**src/rtl/nmea_coord_to_fixed.sv**
```systemverilog
// NMEA ddmm.f / dddmm.f ASCII field to signed fixed-point degrees.
// A byte-serial parser feeds a restoring divider; both sides use valid/ready handshakes.
module nmea_coord_to_fixed #(
    parameter int FRAC_DIGITS = 4,
    parameter int FRAC_BITS   = 16,
    parameter int INT_BITS    = 16
) (
    input  logic                              clk,
    input  logic                              rst_n,
    input  logic                              in_valid,
    output logic                              in_ready,
    input  logic                              is_lon,
    input  logic                              sign,
    input  logic [127:0]                      ascii_vec,
    output logic                              out_valid,
    input  logic                              out_ready,
    output logic [INT_BITS+FRAC_BITS-1:0]     deg_q,
    output logic                              out_err
);

    function automatic longint unsigned pow10(input int unsigned n);
        longint unsigned p = 1;
        for (int unsigned i = 0; i < n; i++) p = p * 10;
        return p;
    endfunction

    localparam int              W     = INT_BITS + FRAC_BITS;
    localparam longint unsigned SCALE = pow10(FRAC_DIGITS);
    localparam longint unsigned DVSR  = 60 * SCALE;
    localparam int              DW    = $clog2(DVSR + 1);
    localparam int              NW    = DW + FRAC_BITS + 1;
    localparam int              MFW   = $clog2(SCALE);
    localparam int              QW    = FRAC_BITS + 1;
    localparam int              CNTW  = $clog2(FRAC_BITS + 16);

    typedef enum logic [2:0] {IDLE, PARSE, DIV, FINISH, OUT} state_t;

    state_t           state, state_n;
    logic [127:0]     ascii_r;
    logic             lon_r, sign_r, err;
    logic [CNTW-1:0]  cnt, nd, plen;
    logic [9:0]       dd, maxdeg;
    logic [6:0]       mi;
    logic [MFW-1:0]   mf;
    logic [NW-1:0]    rem, dvs;
    logic [QW-1:0]    q;
    logic [W-1:0]     res;
    logic [7:0]       cur;
    logic             is_digit, range_err;

    always_comb begin
        cur       = ascii_r[127:120];
        is_digit  = (cur >= 8'h30) && (cur <= 8'h39);
        nd        = lon_r ? CNTW'(3) : CNTW'(2);
        plen      = nd + CNTW'(3 + FRAC_DIGITS);
        maxdeg    = lon_r ? 10'd180 : 10'd90;
        range_err = (mi >= 7'd60) || (dd > maxdeg) ||
                    ((dd == maxdeg) && ((mi != '0) || (mf != '0)));
        res       = (W'(dd) << FRAC_BITS) + W'(q);
        if (sign_r) res = -res;
    end

    always_comb begin
        state_n   = state;
        in_ready  = 1'b0;
        out_valid = 1'b0;
        unique case (state)
            IDLE: begin
                in_ready = 1'b1;
                if (in_valid) state_n = PARSE;
            end
            // The extra cycle at cnt == plen runs the range checks and loads the divider.
            PARSE:   if (cnt == plen) state_n = (err || range_err) ? FINISH : DIV;
            DIV:     if (cnt == CNTW'(FRAC_BITS)) state_n = FINISH;
            FINISH:  state_n = OUT;
            OUT: begin
                out_valid = 1'b1;
                if (out_ready) state_n = IDLE;
            end
            default: state_n = IDLE;
        endcase
    end

    always_ff @(posedge clk) begin
        if (!rst_n) state <= IDLE;
        else        state <= state_n;
    end

    always_ff @(posedge clk) begin
        if (!rst_n) begin
            ascii_r <= '0;
            lon_r   <= 1'b0;
            sign_r  <= 1'b0;
            err     <= 1'b0;
            cnt     <= '0;
            dd      <= '0;
            mi      <= '0;
            mf      <= '0;
            rem     <= '0;
            dvs     <= '0;
            q       <= '0;
            deg_q   <= '0;
            out_err <= 1'b0;
        end else begin
            unique case (state)
                IDLE: if (in_valid) begin
                    ascii_r <= ascii_vec;
                    lon_r   <= is_lon;
                    sign_r  <= sign;
                    err     <= 1'b0;
                    cnt     <= '0;
                    dd      <= '0;
                    mi      <= '0;
                    mf      <= '0;
                end
                PARSE: begin
                    if (cnt < plen) begin
                        cnt     <= cnt + 1'b1;
                        ascii_r <= {ascii_r[119:0], 8'h00};
                        if (cnt == nd + CNTW'(2)) begin
                            if (cur != 8'h2E) err <= 1'b1;
                        end else if (!is_digit) begin
                            err <= 1'b1;
                        end else if (cnt < nd) begin
                            dd <= dd * 10'd10 + 10'(cur[3:0]);
                        end else if (cnt < nd + CNTW'(2)) begin
                            mi <= mi * 7'd10 + 7'(cur[3:0]);
                        end else begin
                            mf <= mf * MFW'(10) + MFW'(cur[3:0]);
                        end
                    end else begin
                        err <= err | range_err;
                        cnt <= '0;
                        q   <= '0;
                        rem <= ((NW'(mi) * NW'(SCALE) + NW'(mf)) << FRAC_BITS) + NW'(DVSR / 2);
                        dvs <= NW'(DVSR) << FRAC_BITS;
                    end
                end
                DIV: begin
                    cnt <= cnt + 1'b1;
                    dvs <= dvs >> 1;
                    if (rem >= dvs) begin
                        rem <= rem - dvs;
                        q   <= {q[QW-2:0], 1'b1};
                    end else begin
                        q   <= {q[QW-2:0], 1'b0};
                    end
                end
                FINISH: begin
                    if (err) begin
                        deg_q   <= '0;
                        out_err <= 1'b1;
                    end else begin
                        deg_q   <= res;
                        out_err <= 1'b0;
                    end
                end
                default: ;
            endcase
        end
    end

endmodule

```
**config.mk**
```make
export PLATFORM = sky130hd
export DESIGN_NAME = nmea_coord_to_fixed
export DESIGN_NICKNAME = d
export VERILOG_FILES = /design/src/rtl/nmea_coord_to_fixed.sv
export SDC_FILE = /design/constraint.sdc
export NUM_CORES = 1
export LEC_CHECK = 0
export CELL_PAD_IN_SITES_DETAIL_PLACEMENT = 1
export CELL_PAD_IN_SITES_GLOBAL_PLACEMENT = 2
export CORE_UTILIZATION = 35
export CTS_BUF_LIST = sky130_fd_sc_hd__clkbuf_4 sky130_fd_sc_hd__clkbuf_8 sky130_fd_sc_hd__clkbuf_16
export CTS_CLUSTER_DIAMETER = 40
export DETAILED_ROUTE_END_ITERATION = 6
export MAX_ROUTING_LAYER = met4
export PLACE_DENSITY = 0.91
export SLEW_MARGIN = 20
export SYNTH_ARGS = -nofsm -noshare
export SYNTH_HDL_FRONTEND = slang
export SYNTH_SLANG_ARGS = --single-unit
```
**constraint.sdc**
```tcl
create_clock -name clk -period 5.81 [get_ports clk]
set_input_delay 0.581 -clock clk [delete_from_list [all_inputs] [get_ports clk]]
set_output_delay 0.581 -clock clk [all_outputs]
set_load 0.01 [all_outputs]
```
* After elaboration in Yosys (flattened, before gate mapping) *
Index checks and enable logic that the tools add are counted.

operators by class
  reduce and logical (&&, ||, !) cells = 22
  equality and inequality tests = 24
  add/sub/neg operators = 11
  multiplexer cells = 53
  bitwise operators = 1
  multipliers = 4
  order comparisons = 8

operators by type and width
  kind                                                 count
  2-to-1 mux 128 bit                                   2
  case mux 128 bit (2 select lines)                    1
  case mux 37 bit (2 select lines)                     2
  2-to-1 mux 37 bit                                    3
  2-to-1 mux 14 bit                                    6
  2-to-1 mux 32 bit                                    2
  2-to-1 mux 10 bit                                    5
  2-to-1 mux 7 bit                                     6
  adder 37 x 19 -> 37 bit (second input constant)      1
  greater-or-equal comparator 37 bit                   1
  subtractor 37 bit                                    1
  case mux 17 bit (2 select lines)                     1
  negator 27 -> 32 bit                                 1
  case mux 14 bit (2 select lines)                     1
  adder 26 x 17 -> 27 bit                              1
  != test 2 bit (second input constant)                13
  adder 21 x 14 -> 21 bit                              1
  case mux 10 bit (2 select lines)                     1
  multiplier 7 x 10 -> 17 bit (second input constant)  1
  2-to-1 mux 17 bit                                    1
  case mux 3 bit (5 select lines)                      1
  case mux 5 bit (3 select lines)                      1
  adder 14 x 4 -> 14 bit                               1
  multiplier 14 x 3 -> 13 bit (second input constant)  1
  42 further kinds                                     68

storage, ports and cells
  input bits = 134
  output and inout bits = 35
  register bits = 294
  logic and storage cells = 137

* Depth between registers and ports, before layout *
Gate-level depths: netlist of the first run.

  depth in word-level cells = 9
  gate-level depth with buffers = 21
  depth with buffers taken out = 20

* Worst setup path after synthesis of the first run *
Ideal clock, no wire load.

  kind = reg-to-reg
  from = register mi[1]
  to = register rem[35]
  data required time = 5.678 ns
  stages on the path, launching flop included = 22
  arrival time = 4.928 ns
  setup slack = 0.749 ns
  path buffers = 1
  period minus slack after synthesis = 5.061 ns
  library setup time = 0.132 ns
  cells stage by stage = dfxtp_1 -> inv_1 -> fa_1 -> inv_1 -> fa_1 -> ha_1 -> ha_1 -> a21o_1 -> a21oi_1 -> xnor2_1 -> ha_1 -> clkbuf_2 -> a21o_1 -> nor2_1 -> a21boi_1 -> nor2_1 -> xnor2_1 -> a2111oi_2 -> o2111ai_1 -> xnor2_1 -> o211ai_1 -> a21oi_1

between the ends
  word-level cells in the longest chain between the ends = 5

ends and longest elaborated chain
  element                           RTL line  source
  from (decl)                       43        logic [6:0] mi;
  from (signal assigned)            127       mi <= mi * 7'd10 + 7'(cur[3:0]);
  multiplier 7 x 10 -> 17 bit       135       rem <= ((NW'(mi) * NW'(SCALE) + NW'(mf)) << FRAC_BITS) + NW'(DVSR / 2);
  adder 21 x 14 -> 21 bit           135
  adder 37 x 19 -> 37 bit           135
  2-to-1 mux 37 bit                 117       if (cnt < plen) begin
  case mux 37 bit (2 select lines)  105       unique case (state)
  to (signal assigned)              135
  to (signal assigned)              143       rem <= rem - dvs;
  to (decl)                         45        logic [NW-1:0] rem, dvs;

Every way passes these cells. The select of a mux whose other input is x is not followed.
A chain may end at the register's enable or synchronous reset.

* Final worst setup path of the first run *
  from = register mi[5]
  to = register rem[35]

The elaborated chain is that of the path after synthesis.

==> flow_summary.toml, run 1 <==
[clocking]
insertion_delay_ns = 0.61
cts_setup_buffers = 0
cts_root_buffer = "clkbuf_16"
cts-htree-levels = 2
cts_tree = "built"
cts_buffers = 55
clk_pin_slew_ns = 0.05
cts_hold_buf = 0
ctsLongestPathBuffers = 3
cts_num_sinks = 293
cts-resized-gates = 0

[yosys]
synth_top_area_cell = "dfxtp_1"
synth_edf_count = 0
syn_area_um2 = 18000
synth_seq_cells = 293
syn_area_per_cell_um2 = 7.83
ys_seq_area_share_pct = 32.6
yosysWarnings = 0
synth_fp_nets = 2594
synth_ff_type = "dfxtp_1"
synth_top_area_share_pct = 32.6
ys_types = 82
synth_area_leaders = "dfxtp_1, ha_1, nand2_1, a311oi_1, nor2_1"
synthTopCellsByCount = "nand2_1, dfxtp_1, nor2_1"
synth.most_common_cell = "nand2_1"
ys_async_sr_fraction_pct = 0
syn_inst = 2299

[worst_hold_path]
min_path_type = "reg2reg"
hold_depth = 2
hold_start = "dvs[22]"
min_to = "dvs[21]"

[grt]
grt_usage_pct = 21.2
first_global_vias = 17975
overflow = 0
grt_max_degree = 241
grt_pass1_wl_mm = 90.5
antenna_found_initial = 7

[floorplan]
ios = 169
fp.coreArea_um2 = 50500
die_area_um2 = 52400
std_cell_rows = 82
die_h_um = 229
start_util_pct = 35.7
dieWidth_um = 229

[critical_path]
reg2reg_slack_ns = 0.40
crit_type = "reg2reg"
cp_top_family = "adder cells"
crit_fanout = 9
path_buf_inv = 3
path_cells = "inv_1 -> ha_1 -> ha_1 -> inv_1 -> fa_1 -> inv_1 -> fa_1 -> ha_1 -> xnor2_1 -> ha_1 -> a21o_1 -> a21oi_1 -> a21oi_1 -> nand2_1 -> or3_1 -> a211oi_1 -> o2111ai_1 -> xnor2_1 -> o211ai_1 -> a21oi_1"
arrival_ns = 5.92
required_ns = 6.32
rr_endpoint = "rem[35]"
cp_slowest_stage_delay_ns = 0.60
cp_common_cell = "ha_1"
slowest_stage = "dfxtp_1"
worst-path-stages = 20
end_kind = "flip-flop"
rr_startpoint = "mi[5]"
reg2reg_depth = 20
worst_setup_path_start_kind = "flip-flop"

[route]
detail_route.iter0.violations = 909
drcViolationCount = 0
dr.pass1.iters = 5
postRouteAntennaNets = 0
drt_wl_total_mm = 53.7
vias = 16913
routed_via_density = 5.42
wl_per_cell_um = 17.2

[placed_design]
hpwl_mm = 37.7
routabilityCongestion = 0.843
port_buffers = 168
dp.cells = 3010

[power]
combPwrFrac_pct = 23.1
p_sw_share_pct = 31.7
power.switching_w = 0.00234
seqPwrFrac_pct = 32.1
leakage_nw = 9.08
ir_drop_mv = 0.222
p_clk_share_pct = 44.8
p_int_w = 0.00504
finalPower_w = 0.00738
cellPowerDensity_nw_per_um2 = 333

[timing]
fmax_ghz = 0.185
worstMarginPinSlew_ns = 0.994
finalCriticalPeriod_ns = 5.41
post-route-period-util_pct = 93.2
relSlewSlack_pct = 33.5
hold_viol = 0
setup_viol = 0
clock_skew_ns = 0.0265
tns_ns = 0
grt_setup_unrepaired = "no"
slew_viol_final = 0

[finish]
synthToLayoutAreaGrowth_pct = 22.9
layout.nets = 2690
layoutNonFillerInstCount = 3118
fill_cells = 6039
final_core_util_pct = 43.9
drive_above_1_share_pct = 6.48

[run]
maxCapViolCount = 0

[run_status]
status = "complete, no violations"
==> worst register-to-register path, cell delays in order (launching register included) <==
cell and delay, ns:
dfxtp_1 0.60, inv_1 0.14, ha_1 0.30, ha_1 0.27, inv_1 0.05, fa_1 0.51, inv_1 0.06, fa_1 0.45
ha_1 0.38, xnor2_1 0.17, ha_1 0.48, a21o_1 0.21, a21oi_1 0.07, a21oi_1 0.20, nand2_1 0.11, or3_1 0.35
a211oi_1 0.33, o2111ai_1 0.17, xnor2_1 0.20, o211ai_1 0.10, a21oi_1 0.19
==> kinds of logic after synthesis <==
group / count (synthesis) / synth area share [%]
and+or+nand+nor: 877 / 21.1
AOI/OAI and AO/OA: 571 / 21.9
DFF: 293 / 32.6
buffers and inverters: 251 / 5.38
adders and majority gates: 161 / 11.9
xor gates and xnor gates: 137 / 6.74
muxes: 9 / 0.507
==> how the worst max path moves through the flow <==
stage,startpoint,to,slack (ns)
3_3_place_gp,mi[5],rem[35],0.51
6_report,mi[5],rem[35],0.40
3_5_place_dp,mi[5],rem[35],0.41
5_1_grt,mi[5],rem[35],0.08
2_1_floorplan,mi[1],rem[35],0.75
4_1_cts,mi[5],rem[35],0.38
==> placed cells by master, fill, tap and decap left out, drive strengths merged, types with 88 or more instances in the layout <==
cell type      count
nand2            380
a21oi            164
xnor2             88
clkdlybuf4s50    168
inv              108
ha               145
nor2             269
dfxtp            293
a311oi           128
nand3             90
==> sequential cells by signal, indices dropped and copies added (netlist names) <==
name     cells
state        3
q           17
rem         37
deg_q       32
dvs         36
out_err      1
sign_r       1
mf          14
dd          10
err          1
cnt          5
lon_r        1
mi           7
ascii_r    128
==> layer usage <==
metal,vias up,share of wire (%),global-route usage [%]
li1,8341,-,-
met1,8183,45,25.3
met2,309,48,35.4
met3,80,5.2,4.44
met4,0,2.4,6.77
met5,-,0,-
==> power by group through the flow <==
stage               clock network [W]  registers, W  logic, W
CTS                           0.00338       0.00237   0.00171
global placement                    0       0.00240   0.00165
finish                        0.00330       0.00237   0.00171
global route                  0.00348       0.00239   0.00191
floorplan                           0       0.00235   0.00126
detailed placement                  0       0.00241   0.00170
==> stage by stage <==
step                setup WS (ns)  hold WS (ns)  area (um^2)
finish                      0.396         0.459        22100
CTS                         0.381         0.464        22100
global placement            0.507         0.443        20200
global route               0.0772         0.490        22100
floorplan                   0.749         0.432        18000
detailed placement          0.410         0.457        20200
==> cell type report <==
class	count	area (um^2)	share of cell area [%]
diodes	7	17.5	0.0791
multi-input cells	1755	11200	50.6
inverters	101	387	1.75
clock buffers	70	1550	6.98
well taps	672	841	3.80
flip-flops and latches	293	5870	26.5
clock inverters	31	393	1.77
repair buffers	189	1880	8.48
Note: power is estimated with default switching activity, not from simulation.
==> run 2: changes to the inputs <==
CAP_MARGIN = 0   (was default)
GPL_TIMING_DRIVEN = 1   (was default)
==> results of run 2 <==
Final layout, timing and power as in run 1 (identical DEF).
==> run 3: changes to the inputs <==
CELL_PAD_IN_SITES_GLOBAL_PLACEMENT = 1   (was 2)
CORE_UTILIZATION = 44   (was 35)
==> run 3 against run 2 <==
Against the previous run: design area fell by 1.5%; non-clock buffer count rose by 1; utilization rose by 11 points; clock skew fell by 0.0088 ns; worst setup slack improved by 0.086 ns; wire length rose by 2.7%; global-route usage rose by 6.4 points; via count rose by 2.5%; die area fell by 20%; fmax rose by 1.6%; first-iteration DRC count fell by 14%; count of clock-buffer cells in the layout fell by 8; critical endpoint unchanged; largest cell class unchanged; largest power group unchanged.
==> flow_summary.toml, run 3 (synthesis gave the netlist of run 1 again) <==
[run_status]
status = "complete, no violations"

[power]
combPwrFrac_pct = 23.8
seqPwrFrac_pct = 32.9
ir_drop_mv = 0.252
power.switching_w = 0.00238
cellPowerDensity_nw_per_um2 = 332
leakage_nw = 9.01
finalPower_w = 0.00723
p_int_w = 0.00486
p_clk_share_pct = 43.3
p_sw_share_pct = 32.9

[critical_path]
required_ns = 6.27
crit_type = "reg2reg"
end_kind = "flip-flop"
worst_setup_path_start_kind = "flip-flop"
arrival_ns = 5.79
crit_fanout = 9

[timing]
grt_setup_unrepaired = "no"
worstMarginPinSlew_ns = 1.06
post-route-period-util_pct = 91.7
hold_viol = 0
fmax_ghz = 0.188
clock_skew_ns = 0.0177
tns_ns = 0
finalCriticalPeriod_ns = 5.33
setup_viol = 0
relSlewSlack_pct = 29.5
slew_viol_final = 0

[clocking]
cts_buffers = 52
clk_pin_slew_ns = 0.05
insertion_delay_ns = 0.60
cts_tree = "built"
cts_setup_buffers = 0
cts_root_buffer = "clkbuf_16"
cts-htree-levels = 2
ctsLongestPathBuffers = 3
cts_hold_buf = 0
cts_num_sinks = 293
cts-resized-gates = 0

[finish]
drive_above_1_share_pct = 6.40
reg_top3 = "ascii_r x128, rem x37, dvs x36"
top_register = "ascii_r"
mostFrequentLayoutCells = "nand2_1, dfxtp_1, nor2_1"
synthToLayoutAreaGrowth_pct = 21.0
layout.nets = 2688
multi_input_comb_area_um2 = 11200
diodes = 0
seq_area_um2 = 5870
largest_register_ffs = 128
fill_cells = 4805
final_common_cell = "nand2_1"

[floorplan]
dieWidth_um = 204
start_util_pct = 44.9
die_h_um = 204
fp.coreArea_um2 = 40100
ios = 169
die_area_um2 = 41700
std_cell_rows = 73

[route]
drcViolationCount = 0
vias = 17343
routed_via_density = 5.86
wl_per_cell_um = 18.6
postRouteAntennaNets = 0
drt_wl_total_mm = 55.2
dr.pass1.iters = 5
detail_route.iter0.violations = 780

[grt]
first_global_vias = 18338
overflow = 0
grt_pass1_wl_mm = 91.8
antenna_found_initial = 0
grt_usage_pct = 27.6
grt_max_degree = 149

[placed_design]
port_buffers = 168
routabilityCongestion = 0.873
hpwl_mm = 37.9

[worst_hold_path]
min_path_type = "reg2reg"

[run]
maxCapViolCount = 0
-- run 3: cell types whose count changed in the layout (fill, tap and decap cells not counted), sizes merged --
cell | before | now
clkinvlp | 6 | 7
inv | 108 | 111
buf | 21 | 22
diode | 7 | 0
clkbuf | 70 | 62
clkinv | 12 | 14
bufinv | 6 | 5
-- run 3: worst max-delay path, cell delays in order, from the launching register on --
cell	delay, ns
dfxtp_1	0.60
inv_1	0.13
ha_1	0.30
ha_1	0.27
inv_1	0.05
fa_1	0.50
inv_1	0.05
fa_1	0.45
ha_1	0.37
xnor2_1	0.15
ha_1	0.41
a21o_1	0.25
nor2_1	0.11
a21boi_1	0.21
nor2_1	0.08
xnor2_1	0.17
a2111oi_2	0.46
o2111ai_1	0.21
xnor2_1	0.16
o211ai_1	0.16
a21oi_1	0.08
-- run 3: layout make-up --
| class | instances | area share, % |
|---|---|---|
| well taps | 525 | 3.01 |
| repair buffers | 190 | 8.59 |
| clock inverters | 36 | 1.84 |
| flip-flops and latches | 293 | 26.9 |
| inverters | 101 | 1.77 |
| multi-input cells | 1755 | 51.4 |
| clock buffers | 62 | 6.46 |
-- run 3: final timing paths --
check / start / slack, ns / endpoint / cells after the start
min reg2reg: dvs[35] / 0.46 / dvs[34] / 2
max: mi[5] / 0.48 / rem[35] / 20
min: dvs[35] / 0.46 / dvs[34] / 2
max reg2reg: mi[5] / 0.48 / rem[35] / 20
-- run 3: metal layers --
| layer | GRT usage, % | wire length [um] |
|---|---|---|
| met3 | 6.11 | 2910 |
| met4 | 9.89 | 1670 |
| met2 | 47.8 | 27500 |
| met5 | - | 0 |
| met1 | 31.0 | 23100 |
-- run 3: through the flow --
stage	std cells	setup WS [ns]	hold slack, ns	utilization (%)	cell area, um^2
floorplan	2299	0.749	0.432	-	18000
global placement	2864	0.551	0.443	49.9	20000
detailed placement	2864	0.478	0.450	49.9	20000
CTS	2962	0.459	0.462	54.4	21800
global route	2962	0.0752	0.471	54.4	21800
finish	2962	0.483	0.457	54.4	21800
-- run 3: power by group through the flow --
stage	Clock (W)	Combinational, W	Sequential [W]
global route	0.00328	0.00190	0.00240
detailed placement	0	0.00169	0.00241
CTS	0.00318	0.00172	0.00238
floorplan	0	0.00126	0.00235
finish	0.00314	0.00172	0.00238
global placement	0	0.00161	0.00240
